<file path="config.mk">
export PLATFORM = sky130hd
export DESIGN_NAME = score_keeper_flat
export DESIGN_NICKNAME = d
export VERILOG_FILES = /design/src/rtl/scoreboard_pkg.sv /design/src/rtl/score_keeper_if.sv /design/src/rtl/score_keeper_key_debounce.sv /design/src/rtl/score_keeper.sv /design/src/flat_wrapper.sv
export SDC_FILE = /design/constraint.sdc
export NUM_CORES = 1
export LEC_CHECK = 0
export CAP_MARGIN = 10
export CORE_ASPECT_RATIO = 0.7
export CORE_MARGIN = 2
export CORE_UTILIZATION = 55
export DETAILED_ROUTE_END_ITERATION = 12
export PLACE_DENSITY = 0.78
export SLEW_MARGIN = 10
export SYNTH_ARGS = -nofsm -noshare
export SYNTH_HDL_FRONTEND = slang
export SYNTH_HIERARCHICAL = 1
export SYNTH_SLANG_ARGS = --single-unit
</file>
<file path="constraint.sdc">
create_clock -name sys_clk -period 3.54 [get_ports sys_clk]
set_input_delay 0.708 -clock sys_clk [delete_from_list [all_inputs] [get_ports sys_clk]]
set_output_delay 0.708 -clock sys_clk [all_outputs]
set_load 0.05 [all_outputs]
</file>
<file path="src/rtl/scoreboard_pkg.sv">
// rtl/scoreboard_pkg.sv - shared types, constants and BCD helper for score_keeper
package scoreboard_pkg;

   typedef logic [3:0] bcd_t;

   typedef enum logic {
      TEAM_A = 1'b0,
      TEAM_B = 1'b1
   } team_e;

   typedef struct packed {
      bcd_t tens;
      bcd_t ones;
   } score_t;

   localparam bcd_t       BCD_MAX_DIGIT = 4'd9;
   localparam logic [7:0] SCORE_MAX     = 8'h99;

   localparam logic [1:0] PTS_NONE  = 2'd0;
   localparam logic [1:0] PTS_ONE   = 2'd1;
   localparam logic [1:0] PTS_TWO   = 2'd2;
   localparam logic [1:0] PTS_THREE = 2'd3;

   // Adds 0..3 points to a two-digit BCD score; any carry out of the tens digit pins it at 99.
   function automatic score_t bcd_add_sat(input score_t s, input logic [1:0] pts);
      logic [4:0] ones_sum;
      score_t     res;
      ones_sum = {1'b0, s.ones} + {3'b000, pts};
      res      = s;
      if (ones_sum > {1'b0, BCD_MAX_DIGIT}) begin
         if (s.tens >= BCD_MAX_DIGIT) begin
            res = score_t'(SCORE_MAX);
         end else begin
            res.tens = s.tens + 4'd1;
            res.ones = 4'(ones_sum - 5'd10);
         end
      end else begin
         res.ones = ones_sum[3:0];
      end
      return res;
   endfunction

endpackage

</file>
<file path="src/rtl/score_keeper_if.sv">
// rtl/score_keeper_if.sv - referee button inputs and display/run outputs of score_keeper
interface score_keeper_if;
   import scoreboard_pkg::*;

   logic       btn_add_a;
   logic       btn_add_b;
   logic [1:0] pts_sel;
   logic       btn_undo;
   logic       btn_run;
   logic       btn_period;
   logic       run_en;
   bcd_t       hex_out7;
   bcd_t       hex_out6;
   bcd_t       hex_out5;
   bcd_t       hex_out4;
   bcd_t       hex_out3;
   bcd_t       hex_out2;
   bcd_t       hex_out1;
   bcd_t       hex_out0;

   modport master (
      output btn_add_a, btn_add_b, pts_sel, btn_undo, btn_run, btn_period,
      input  run_en, hex_out7, hex_out6, hex_out5, hex_out4,
             hex_out3, hex_out2, hex_out1, hex_out0
   );

   modport slave (
      input  btn_add_a, btn_add_b, pts_sel, btn_undo, btn_run, btn_period,
      output run_en, hex_out7, hex_out6, hex_out5, hex_out4,
             hex_out3, hex_out2, hex_out1, hex_out0
   );

endinterface

</file>
<file path="src/rtl/score_keeper_key_debounce.sv">
// rtl/score_keeper_key_debounce.sv - button synchroniser, stability counter and press pulse
module key_debounce #(
   parameter int DEB_CYCLES = 1_000_000
) (
   input  logic i_clk,
   input  logic i_rst,
   input  logic i_btn,
   output logic o_press
);

   localparam int             CNT_W    = (DEB_CYCLES > 1) ? $clog2(DEB_CYCLES) : 1;
   localparam logic [CNT_W-1:0] CNT_LAST = CNT_W'(DEB_CYCLES - 1);

   logic             r_sync1;
   logic             r_sync2;
   logic             r_level;
   logic             r_press;
   logic [CNT_W-1:0] r_cnt;

   // The counter only advances while the synchronised level disagrees with the accepted one.
   always_ff @(posedge i_clk) begin
      if (i_rst) begin
         r_sync1 <= 1'b0;
         r_sync2 <= 1'b0;
         r_level <= 1'b0;
         r_press <= 1'b0;
         r_cnt   <= '0;
      end else begin
         r_sync1 <= i_btn;
         r_sync2 <= r_sync1;
         r_press <= 1'b0;
         if (r_sync2 == r_level) begin
            r_cnt <= '0;
         end else if (r_cnt == CNT_LAST) begin
            r_level <= r_sync2;
            r_press <= r_sync2;
            r_cnt   <= '0;
         end else begin
            r_cnt <= r_cnt + CNT_W'(1);
         end
      end
   end

   assign o_press = r_press;

endmodule

</file>
<file path="src/rtl/score_keeper.sv">
// rtl/score_keeper.sv - debounced referee buttons driving BCD scores, period and run flag
module score_keeper
   import scoreboard_pkg::*;
#(
   parameter int DEB_CYCLES = 1_000_000,
   parameter int MAX_PERIOD = 4
) (
   input logic           sys_clk,
   input logic           sys_rst,
   score_keeper_if.slave bus
);

   localparam logic [3:0] PERIOD_LAST = 4'(MAX_PERIOD);

   logic [4:0] w_raw;
   logic [4:0] w_press;
   logic       w_add_a;
   logic       w_add_b;

   score_t     r_score_a;
   score_t     r_score_b;
   score_t     r_hist_score;
   team_e      r_hist_team;
   logic       r_hist_valid;
   logic       r_run;
   logic [3:0] r_period;

   assign w_raw = {bus.btn_period, bus.btn_run, bus.btn_undo, bus.btn_add_b, bus.btn_add_a};

   for (genvar g = 0; g < 5; g++) begin : g_deb
      key_debounce #(.DEB_CYCLES(DEB_CYCLES)) u_deb (
         .i_clk   (sys_clk),
         .i_rst   (sys_rst),
         .i_btn   (w_raw[g]),
         .o_press (w_press[g])
      );
   end

   assign w_add_a = w_press[0] && (bus.pts_sel != PTS_NONE);
   assign w_add_b = w_press[1] && (bus.pts_sel != PTS_NONE);

   // Later assignments win: B over A in the history, add over undo, period over run and history.
   always_ff @(posedge sys_clk) begin
      if (sys_rst) begin
         r_score_a    <= '0;
         r_score_b    <= '0;
         r_hist_score <= '0;
         r_hist_team  <= TEAM_A;
         r_hist_valid <= 1'b0;
         r_run        <= 1'b0;
         r_period     <= 4'd1;
      end else begin
         if (w_add_a) begin
            r_score_a <= bcd_add_sat(r_score_a, bus.pts_sel);
         end
         if (w_add_b) begin
            r_score_b <= bcd_add_sat(r_score_b, bus.pts_sel);
         end

         if (w_add_b) begin
            r_hist_team  <= TEAM_B;
            r_hist_score <= r_score_b;
            r_hist_valid <= 1'b1;
         end else if (w_add_a) begin
            r_hist_team  <= TEAM_A;
            r_hist_score <= r_score_a;
            r_hist_valid <= 1'b1;
         end else if (w_press[2] && r_hist_valid) begin
            if (r_hist_team == TEAM_B) begin
               r_score_b <= r_hist_score;
            end else begin
               r_score_a <= r_hist_score;
            end
            r_hist_valid <= 1'b0;
         end

         if (w_press[4]) begin
            if (r_period < PERIOD_LAST) begin
               r_period <= r_period + 4'd1;
            end
            r_run        <= 1'b0;
            r_hist_valid <= 1'b0;
         end else if (w_press[3]) begin
            r_run <= ~r_run;
         end
      end
   end

   assign bus.run_en   = r_run;
   assign bus.hex_out7 = r_period;
   assign bus.hex_out6 = {3'b000, r_run};
   assign bus.hex_out5 = 4'd0;
   assign bus.hex_out4 = 4'd0;
   assign bus.hex_out3 = r_score_a.tens;
   assign bus.hex_out2 = r_score_a.ones;
   assign bus.hex_out1 = r_score_b.tens;
   assign bus.hex_out0 = r_score_b.ones;

endmodule

</file>
<file path="src/flat_wrapper.sv">
// flat-port wrapper written by rule: the top's interface ports become plain ports
module score_keeper_flat import scoreboard_pkg::*;
#(
   parameter int DEB_CYCLES = 1_000_000,
   parameter int MAX_PERIOD = 4
)
  (sys_clk, sys_rst, bus_btn_add_a, bus_btn_add_b, bus_pts_sel, bus_btn_undo, bus_btn_run, bus_btn_period, bus_run_en, bus_hex_out7, bus_hex_out6, bus_hex_out5, bus_hex_out4, bus_hex_out3, bus_hex_out2, bus_hex_out1, bus_hex_out0);
  score_keeper_if bus_i ();
  input logic sys_clk;
  input logic sys_rst;
  input wire logic [$bits(bus_i.btn_add_a)-1:0] bus_btn_add_a;
  input wire logic [$bits(bus_i.btn_add_b)-1:0] bus_btn_add_b;
  input wire logic [$bits(bus_i.pts_sel)-1:0] bus_pts_sel;
  input wire logic [$bits(bus_i.btn_undo)-1:0] bus_btn_undo;
  input wire logic [$bits(bus_i.btn_run)-1:0] bus_btn_run;
  input wire logic [$bits(bus_i.btn_period)-1:0] bus_btn_period;
  output wire logic [$bits(bus_i.run_en)-1:0] bus_run_en;
  output wire logic [$bits(bus_i.hex_out7)-1:0] bus_hex_out7;
  output wire logic [$bits(bus_i.hex_out6)-1:0] bus_hex_out6;
  output wire logic [$bits(bus_i.hex_out5)-1:0] bus_hex_out5;
  output wire logic [$bits(bus_i.hex_out4)-1:0] bus_hex_out4;
  output wire logic [$bits(bus_i.hex_out3)-1:0] bus_hex_out3;
  output wire logic [$bits(bus_i.hex_out2)-1:0] bus_hex_out2;
  output wire logic [$bits(bus_i.hex_out1)-1:0] bus_hex_out1;
  output wire logic [$bits(bus_i.hex_out0)-1:0] bus_hex_out0;
  assign bus_i.btn_add_a = bus_btn_add_a;
  assign bus_i.btn_add_b = bus_btn_add_b;
  assign bus_i.pts_sel = bus_pts_sel;
  assign bus_i.btn_undo = bus_btn_undo;
  assign bus_i.btn_run = bus_btn_run;
  assign bus_i.btn_period = bus_btn_period;
  assign bus_run_en = bus_i.run_en;
  assign bus_hex_out7 = bus_i.hex_out7;
  assign bus_hex_out6 = bus_i.hex_out6;
  assign bus_hex_out5 = bus_i.hex_out5;
  assign bus_hex_out4 = bus_i.hex_out4;
  assign bus_hex_out3 = bus_i.hex_out3;
  assign bus_hex_out2 = bus_i.hex_out2;
  assign bus_hex_out1 = bus_i.hex_out1;
  assign bus_hex_out0 = bus_i.hex_out0;
  score_keeper #(.DEB_CYCLES(DEB_CYCLES), .MAX_PERIOD(MAX_PERIOD)) u_core (.sys_clk(sys_clk), .sys_rst(sys_rst), .bus(bus_i));
endmodule
</file>
## Word-level counts from Yosys, hierarchy flattened

Cells that the tools add are included.

- $add $sub $neg: 12
- Magnitude comparators: 5
- Eq/ne operators: 10
- Mux-type cells: 23
- Bitwise logic cells: 11
- Reductions and logical operators: 23

Operator list:

| cell | count |
|---|---|
| $mux W8 | 14 |
| $add A20 B1 Y20 const B | 5 |
| $eq A20 B20 Y1 const B | 5 |
| $reduce_or A3 Y1 | 10 |
| $mux W4 | 4 |
| $add A4 B1 Y4 const B | 3 |
| $reduce_and A2 Y1 | 6 |
| $not A1 Y1 | 11 |
| $add A4 B2 Y5 | 2 |
| $gt A5 B4 Y1 const B | 2 |
| $ge A4 B4 Y1 const B | 2 |
| $sub A4 B4 Y4 const B | 2 |
| $eq A1 B1 Y1 | 5 |
| $mux W1 | 5 |
| $lt A4 B3 Y1 const B | 1 |
| $reduce_bool A2 Y1 | 2 |
| $logic_and A1 B1 Y1 | 3 |
| $reduce_bool A3 Y1 | 1 |
| $reduce_or A2 Y1 | 1 |

- Bits in registers: 151
- Input bits: 9
- Logic and storage cells: 119

## Longest topological paths before layout

- Depth after elaboration: 9
- Gate-level depth with buffers: 10

## Hierarchy

The synthesis kept the hierarchy.

Modules (own cells, without submodules):

| module | instances | cells an instance | area each (sq um) |
|---|---|---|---|
| key_debounce | 5 | 115 | 1,087.3 |
| score_keeper | 1 | 255 | 2,134.5 |

## Least setup slack after synthesis

OpenSTA, ideal clock, no wires.

- Path type: flip-flop to flip-flop
- Start point: reg u_core.r_score_a, in the netlist u_core/bus.hex_out2[0]
- End point: reg u_core.r_score_a, in the netlist u_core/bus.hex_out3[2]
- Arrival: 2.943 ns
- Data required time: 3.420 ns
- Setup slack: 0.477 ns
- Cell stages (with the launch flop): 11
- Buffers on the path: 0
- Period minus slack after synthesis: 3.063 ns
- Cell sequence: dfxtp_1 -> ha_1 -> inv_1 -> fa_1 -> xor2_2 -> ha_1 -> a21boi_0 -> a311o_1 -> o22ai_4 -> a21boi_1 -> o31a_1

- Word-level cells in the longest chain between the ends: 8

RTL lines:

| what | line | text |
|---|---|---|
| start: declaration | score_keeper.sv:20 | `score_t r_score_a;` |
| start signal: assignment | score_keeper.sv:54 | `r_score_a <= bcd_add_sat(r_score_a, bus.pts_sel);` |
| start signal: assignment | score_keeper.sv:72 | `r_score_a <= r_hist_score;` |
| $add A4 B2 Y5 (*) | scoreboard_pkg.sv:28 | `ones_sum = {1'b0, s.ones} + {3'b000, pts};` |
| $gt A5 B4 Y1 (*) | scoreboard_pkg.sv:30 | `if (ones_sum > {1'b0, BCD_MAX_DIGIT}) begin` |
| $mux W4 (*) | scoreboard_pkg.sv:30 |  |
| $mux W8 (*) | score_keeper.sv:53 | `if (w_add_a) begin` |
| $mux W8 | score_keeper.sv:69 | `if (r_hist_team == TEAM_B) begin` |
| $mux W8 | score_keeper.sv:68 | `end else if (w_press[2] && r_hist_valid) begin` |
| $mux W8 | score_keeper.sv:64 | `end else if (w_add_a) begin` |
| $mux W8 (*) | score_keeper.sv:60 | `if (w_add_b) begin` |

Every way passes the cells marked *; elsewhere a longest branch is shown, timed or not.
A chain may end at the register's enable or synchronous reset.

## Worst setup path in the final report

- Start point: in bus_pts_sel[0]
- End point: reg u_core.r_score_a, in the netlist u_core/bus.hex_out2[0]

- Word-level cells in the longest chain between the ends: 9

RTL lines:

| what | line | text |
|---|---|---|
| start: declaration | flat_wrapper.sv:13 | `input wire logic [$bits(bus_i.pts_sel)-1:0] bus_pts_sel;` |
| $add A4 B2 Y5 | scoreboard_pkg.sv:28 |  |
| $sub A4 B4 Y4 | scoreboard_pkg.sv:35 | `res.ones = 4'(ones_sum - 5'd10);` |
| $mux W8 | scoreboard_pkg.sv:31 | `if (s.tens >= BCD_MAX_DIGIT) begin` |
| $mux W4 | scoreboard_pkg.sv:30 |  |
| $mux W8 | score_keeper.sv:53 |  |
| $mux W8 | score_keeper.sv:69 |  |
| $mux W8 | score_keeper.sv:68 |  |
| $mux W8 | score_keeper.sv:64 |  |
| $mux W8 (*) | score_keeper.sv:60 |  |

Marks and branches as above.

==> run_results.csv <==
group,metric,value,unit
status,status,"completed",
finish,area_growth,14.6,%
clocking,cts.sink_count,151,
pwr,p_total,0.00368,W
clocking,cts_resized,0,
timing,rsz0062_at_grt,"no",
worst_setup_path,rr_startpoint,"u_core/bus.hex_out2[0]",
worst_setup_path,worst_setup_path_start_kind,"input pin",
finish,fillers,1109,
flow_run,cap_violations,0,
timing,maxClockFrequency,307,MHz
clocking,cts_buffers,17,
detailed_routing,via_per_inst,5.69,
placement,place.gp.congestion,0.829,
timing,period_share,0.920,
floorplan,die-area,0.0147,mm^2
synthesis,netlist_area,0.00757,mm^2
finish,final_nets,905,
timing,setup_viol,0,
finish,seq_area,0.00302,mm^2
floorplan,die_w,144,um
clocking,insertion_delay,0.41,ns
worst_setup_path,worstReg2RegEnd,"u_core/bus.hex_out2[0]",
synthesis,synthArstFlopShare,0,
global_route,grt_max_degree,41,
timing,worstMarginPinSlew,0.794,ns
synthesis,seq_area_frac_synth,0.399,
worst_setup_path,cp-endpoint,"u_core/bus.hex_out2[0]",
synthesis,synth_top_cell_by_area,"dfxtp_1",
synthesis,yosysUniqueCellTypes,72,
timing,fin_worst_skew,0.00766,ns
floorplan,die_h,102,um
clocking,clk_pin_slew,0.06,ns
finish,final_area,0.00867,mm^2
finish,fin_util,0.652,
pwr,p_leak,2.74,nW
finish,fin_cells,1071,
synthesis,syn_inst,830,
finish,n_antenna_cell,0,
detailed_routing,drt_iter0_drc,397,
placement,dpl.hpwl,10.8,mm
detailed_routing,routed_wl,15.9,mm
global_route,antenna_found_initial,0,
global_route,grt_overflow,0,
placement,postPlaceCellArea,0.00807,mm^2
floorplan,core_area,0.0133,mm^2
clocking,hold_buffers,0,
worst_hold_path,hold_path_class,"reg -> reg",
synthesis,yosysTopAreaCellShare,0.399,
synthesis,ys_warn_count,6,
worst_setup_path,regToRegSetupSlack,0.62,ns
global_route,track_usage,0.226,
global_route,grt_pass1_vias,5588,
worst_setup_path,ff2ff_path_depth,10,
worst_setup_path,startpoint,"bus_pts_sel[0]",
synthesis,synth_area_leaders,"dfxtp_1 (40%), xnor2_1 (6.6%), nor2_1 (5.2%), ha_1 (3.3%), nand2_1 (2.4%)",
finish,drive_above_1_share,0.115,
pwr,ir_worst_vdd,325,uV
synthesis,synth_edf_count,0,
clocking,clk_path_buf_depth,2,
pwr,p_per_area,424,mW/mm^2
detailed_routing,drcViolationCount,0,
worst_setup_path,critical_path_class,"in -> reg",
timing,min_period,3.26,ns
floorplan,num_rows,35,
clocking,cts_tree,"done",
synthesis,synthFlopType,"dfxtp_1",
clocking,post_cts_buffers,0,
synthesis,syn_avg_cell_area,9.12,um^2
floorplan,io_pins,42,
worst_setup_path,cp-end-kind,"register",
worst_setup_path,arrival,3.58,ns
worst_setup_path,worstPathRequired,3.86,ns
worst_setup_path,crit_path_max_fanout,10,
detailed_routing,drt_pre_antenna_iters,4,
timing,setup-tns-final,0,ns
finish,final_common_cell,"dfxtp_1",
detailed_routing,num_vias,6089,
placement,dp_cells,1040,
global_route,grt_pass1_wl,27.0,mm
finish,final_cell_mix,"dfxtp_1 (151), nor2_1 (104), xnor2_1 (57)",
finish,multi_input_area,0.00430,mm^2
detailed_routing,antenna_left,0,
timing,maxSlewViolCount,0,
floorplan,start_util,0.569,
detailed_routing,wire_per_inst,14.8,um
timing,slew_headroom,0.470,
clocking,cts-root-buf,"clkbuf_16",
placement,port_buffers,30,
clocking,cts-htree-levels,4,
synthesis,synth_seq_cells,151,
timing,hold_viol_final,0,
## worst max-delay path, cell delays in order
cell and delay [ns]:
clkdlybuf4s50_1 0.53, ha_1 0.19, inv_1 0.05, fa_1 0.41, xor2_2 0.19, ha_1 0.23, a21boi_0 0.15, a311o_1 0.33
o22ai_4 0.31, o311ai_0 0.26, a21oi_1 0.22
## cell type report
type / count / share of cell area
tap: 185 / 0.0267
sequential: 151 / 0.348
clock buffer: 18 / 0.0495
timing repair buffer: 42 / 0.0444
multi-input combinational: 629 / 0.496
inverter: 33 / 0.0143
clock inverter: 13 / 0.0208
## flip-flops by register name (all words and copies together), names as in the netlist, 5 cells and up
name,count
u_core/g_deb.u_deb/r_cnt,100
u_core/r_hist_score,8
u_core/g_deb.u_deb/o_press,5
u_core/g_deb.u_deb/r_level,5
u_core/g_deb.u_deb/r_sync1,5
u_core/g_deb.u_deb/r_sync2,5
## per-layer routing
| layer | up-vias | global-route usage | wire length (um) |
|---|---|---|---|
| li1 | 3071 | - | - |
| met1 | 2900 | 0.333 | 8300 |
| met2 | 111 | 0.342 | 6900 |
| met3 | 7 | 0.0539 | 609 |
| met4 | 0 | 0.0456 | 70 |
| met5 | - | 0 | 0 |
## stage by stage
step	setup slack (ns)	hold slack, ns
floorplan	0.477	0.414
global placement	0.00961	0.417
detailed placement	-0.0567	0.426
CTS	0.341	0.440
global route	0.0994	0.466
finish	0.283	0.437
## worst min-delay path by stage
| stage | from | endpoint | cells after the start |
|---|---|---|---|
| global placement | u_core/g_deb[3].u_deb/r_sync1 | u_core/g_deb[3].u_deb/r_sync2 | 1 |
| finish | u_core/g_deb[3].u_deb/r_sync1 | u_core/g_deb[3].u_deb/r_sync2 | 1 |
| detailed placement | u_core/g_deb[3].u_deb/r_sync1 | u_core/g_deb[3].u_deb/r_sync2 | 1 |
| global route | u_core/g_deb[1].u_deb/r_sync1 | u_core/g_deb[1].u_deb/r_sync2 | 1 |
| CTS | u_core/g_deb[3].u_deb/r_sync1 | u_core/g_deb[3].u_deb/r_sync2 | 1 |
| floorplan | u_core/g_deb[0].u_deb/r_sync1 | u_core/g_deb[0].u_deb/r_sync2 | 1 |
## cells by family (layout without fill, tap and decap cells)
| kind of cell | Yosys count | count (layout) | share of synthesized area |
|---|---|---|---|
| AOI/OAI and AO/OA | 130 | 130 | 0.128 |
| xor gates and xnor gates | 79 | 79 | 0.0924 |
| muxes | 8 | 8 | 0.0107 |
| other | 1 | 11 | 0.000495 |
| and+or+nand+nor | 379 | 379 | 0.293 |
| adders and majority gates | 22 | 22 | 0.0383 |
| buffers and inverters | 60 | 106 | 0.0375 |
| DFF | 151 | 151 | 0.399 |
## power breakdown
| group | internal, W | total (W) | leakage [nW] | switching [W] |
|---|---|---|---|---|
| Sequential | 0.00171 | 0.00171 | 1.22 | 0.00000442 |
| Clock | 0.00117 | 0.00187 | 0.292 | 0.000701 |
| Combinational | 0.0000263 | 0.0000932 | 1.23 | 0.0000669 |
| Total | 0.00291 | 0.00368 | 2.74 | 0.000772 |
## Yosys cell counts, types with 4 or more instances
cell / count
a211oi_1: 6
a21oi_1: 27
a21oi_2: 5
a311oi_1: 9
a31oi_1: 7
and2_2: 5
and3_1: 8
and4_1: 10
and4bb_2: 5
buf_2: 5
buf_4: 12
clkbuf_1: 8
dfxtp_1: 151
ha_1: 20
inv_1: 33
mux2i_1: 7
nand2_1: 49
nand2b_2: 5
nand3_1: 27
nand3_4: 5
nand4_1: 25
nand4_4: 5
nand4b_1: 5
nor2_1: 104
nor2b_1: 17
nor3_1: 30
nor3b_1: 7
nor4_1: 21
nor4b_1: 5
o21a_1: 5
o21ai_0: 16
o21ai_4: 5
o21bai_1: 4
o31ai_1: 17
or2_2: 6
or2_4: 5
or3_1: 10
or4_1: 10
or4_4: 5
xnor2_1: 57
xor2_1: 21
Note: power is estimated with default switching activity, not from simulation.
==> RTL change (same flow settings) <==
`DEB_CYCLES` is set to 1_000_000 in 3 places; all go to 500_000.
--- a/src/rtl/score_keeper_key_debounce.sv
+++ b/src/rtl/score_keeper_key_debounce.sv
@@ -1,6 +1,6 @@
 // rtl/score_keeper_key_debounce.sv - button synchroniser, stability counter and press pulse
 module key_debounce #(
-   parameter int DEB_CYCLES = 1_000_000
+   parameter int DEB_CYCLES = 500_000
 ) (
    input  logic i_clk,
    input  logic i_rst,
--- a/src/rtl/score_keeper.sv
+++ b/src/rtl/score_keeper.sv
@@ -2,7 +2,7 @@
 module score_keeper
    import scoreboard_pkg::*;
 #(
-   parameter int DEB_CYCLES = 1_000_000,
+   parameter int DEB_CYCLES = 500_000,
    parameter int MAX_PERIOD = 4
 ) (
    input logic           sys_clk,
--- a/src/flat_wrapper.sv
+++ b/src/flat_wrapper.sv
@@ -1,7 +1,7 @@
 // flat-port wrapper written by rule: the top's interface ports become plain ports
 module score_keeper_flat import scoreboard_pkg::*;
 #(
-   parameter int DEB_CYCLES = 1_000_000,
+   parameter int DEB_CYCLES = 500_000,
    parameter int MAX_PERIOD = 4
 )
   (sys_clk, sys_rst, bus_btn_add_a, bus_btn_add_b, bus_pts_sel, bus_btn_undo, bus_btn_run, bus_btn_period, bus_run_en, bus_hex_out7, bus_hex_out6, bus_hex_out5, bus_hex_out4, bus_hex_out3, bus_hex_out2, bus_hex_out1, bus_hex_out0);
Function: no difference found for any inputs over 10 cycles, from zero or initial values and one cycle with sys_rst high; that may be too few to reach the edited logic, so the function may still have changed.
==> RTL change against the unedited design <==
Cell count shrank 6.0%. Sequential cell count is 5 lower. Synthesized area shrank 3.6%. Design area is 4.8% lower. Routed wire length is 2.7% lower. Setup slack improved by 45 ps. Maximum frequency is 1.4% higher. Total power down 5.0%. Critical endpoint is now u_core/bus.hex_out0[2]. Largest cell class unchanged. Largest power group unchanged.
==> RTL change: results (changes against the unedited design) <==
run status=finished clean (unchanged); largest registers=u_core/g_deb.u_deb/r_cnt x95, u_core/r_hist_score x8 (was u_core/g_deb.u_deb/r_cnt x100, u_core/r_hist_score x8); number of flip-flops and latches=146 (was 151); hpwl dp=10700 µm (was 10800 µm); met2 usage=38.4% (was 34.2%); setup slack at placement=-85.6 ps (was -56.7 ps); share of cells above drive strength 1=9.87% (was 11.5%); via count=5990 (was 6089); Multi-In Gates=599 (was 629); Syn Inst Count=795 (was 830); WP data arrival=3530 ps (was 3580 ps); Final Wtd Congestion=0.860 (was 0.829); r2r setup slk=670 ps (was 620 ps); CP max FO=7 (was 10); Final non-clock buffer share=4.58% (was 4.44%); cell total after placement=975 (was 1040); met1 usage=28.5% (was 33.3%); crit-path max cell delay=480 ps (was 530 ps); Post-Synth Adder-Cell Area=3.98% (was 3.83%); met2 routed WL=7410 µm (was 6900 µm); Worst R2R End=u_core/bus.hex_out3[3] (was u_core/bus.hex_out2[0]); nets=859 (was 905); DR vias/cell=5.95 (was 5.69); maximum vdd drop=0.000414 V (was 0.000325 V); routed length per instance=15.3 µm (was 14.8 µm); TritonRoute pass-1 iters=5 (was 4); met3 wire length=668 µm (was 609 µm); Reg2Reg Launch Point=u_core/bus.hex_out2[0] (unchanged); invs w/o clock=23 (was 33); Fin Clk Skew=14.3 ps (was 7.66 ps); vias in the first global route=5720 (was 5588); Unique masters post-synth=67 (was 72); mux share of post-synthesis cell area=1.11% (was 1.07%); Slew @ Worst Pin=740 ps (was 794 ps); fmax=311 MHz (was 307 MHz); Synth Area in Compound Gates=14.5% (was 12.8%); routing usage on met3=4.68% (was 5.39%); M1 wire length=7210 µm (was 8300 µm); Register Area=2920 µm² (was 3020 µm²); xor/xnor share of the synthesized area=7.78% (was 9.24%); # fillers=1038 (was 1109); Buffers excl. clock=41 (was 42); clock network area share=7.02% (about the same); ranking of synthesized cells by area=dfxtp_1 40%, xor2_1 6.1%, nor2_1 4.6%, ha_1 3.4%, nand4_4 2.9% (was dfxtp_1 40%, xnor2_1 6.6%, nor2_1 5.2%, ha_1 3.3%, nand2_1 2.4%); DRT iter0 DRCs=313 (was 397); multi-input combinational area share=49.4% (was 49.6%); area occupied by multi-input gates=4080 µm² (was 4300 µm²); total track usage=22.2% (was 22.6%); synth-to-layout area growth=13.1% (was 14.6%); Area after DPL=7680 µm² (was 8070 µm²)
## RTL change: cell count changes after synthesis, sizes merged, moves of 15 or more
cell / unedited run / this run
o21ai: 24 / 39
nor2: 105 / 90
xor2: 22 / 52
and4: 10 / 25
nor3: 31 / 6
nor4: 21 / 6
or3: 10 / 25
xnor2: 57 / 12
## RTL change: worst register-to-register path, delay by kind of cell, from the launching register on
| kind | cells | cell delay (ps) |
|---|---|---|
| xor gates and xnor gates | 1 | 190 |
| adders and majority gates | 3 | 890 |
| AOI/OAI and AO/OA | 5 | 1190 |
| buffers and inverters | 1 | 60 |
| DFF | 1 | 430 |
## RTL change: stage by stage
step,power [mW],TNS (ps)
2_1_floorplan,1.76,0
3_3_place_gp,1.78,0
3_5_place_dp,1.78,-214
4_1_cts,3.52,0
5_1_grt,3.60,0
6_report,3.50,0
## RTL change: worst min path at each step
stage	cells after the start	from	slack [ps]	end
2_1_floorplan	1	u_core/g_deb[0].u_deb/r_sync1	410	u_core/g_deb[0].u_deb/r_sync2
3_3_place_gp	1	u_core/g_deb[0].u_deb/r_sync1	420	u_core/g_deb[0].u_deb/r_sync2
4_1_cts	1	u_core/g_deb[1].u_deb/r_sync1	430	u_core/g_deb[1].u_deb/r_sync2
6_report	1	u_core/g_deb[1].u_deb/r_sync1	430	u_core/g_deb[1].u_deb/r_sync2
5_1_grt	1	u_core/g_deb[0].u_deb/r_sync1	460	u_core/g_deb[0].u_deb/r_sync2
3_5_place_dp	1	u_core/g_deb[1].u_deb/r_sync1	430	u_core/g_deb[1].u_deb/r_sync2
## RTL change: power by group
group / internal [mW] / total (mW) / switching [mW]
combinational: 0.0263 / 0.0916 / 0.0653
clock: 1.01 / 1.75 / 0.743
sequential: 1.65 / 1.65 / 0.00376
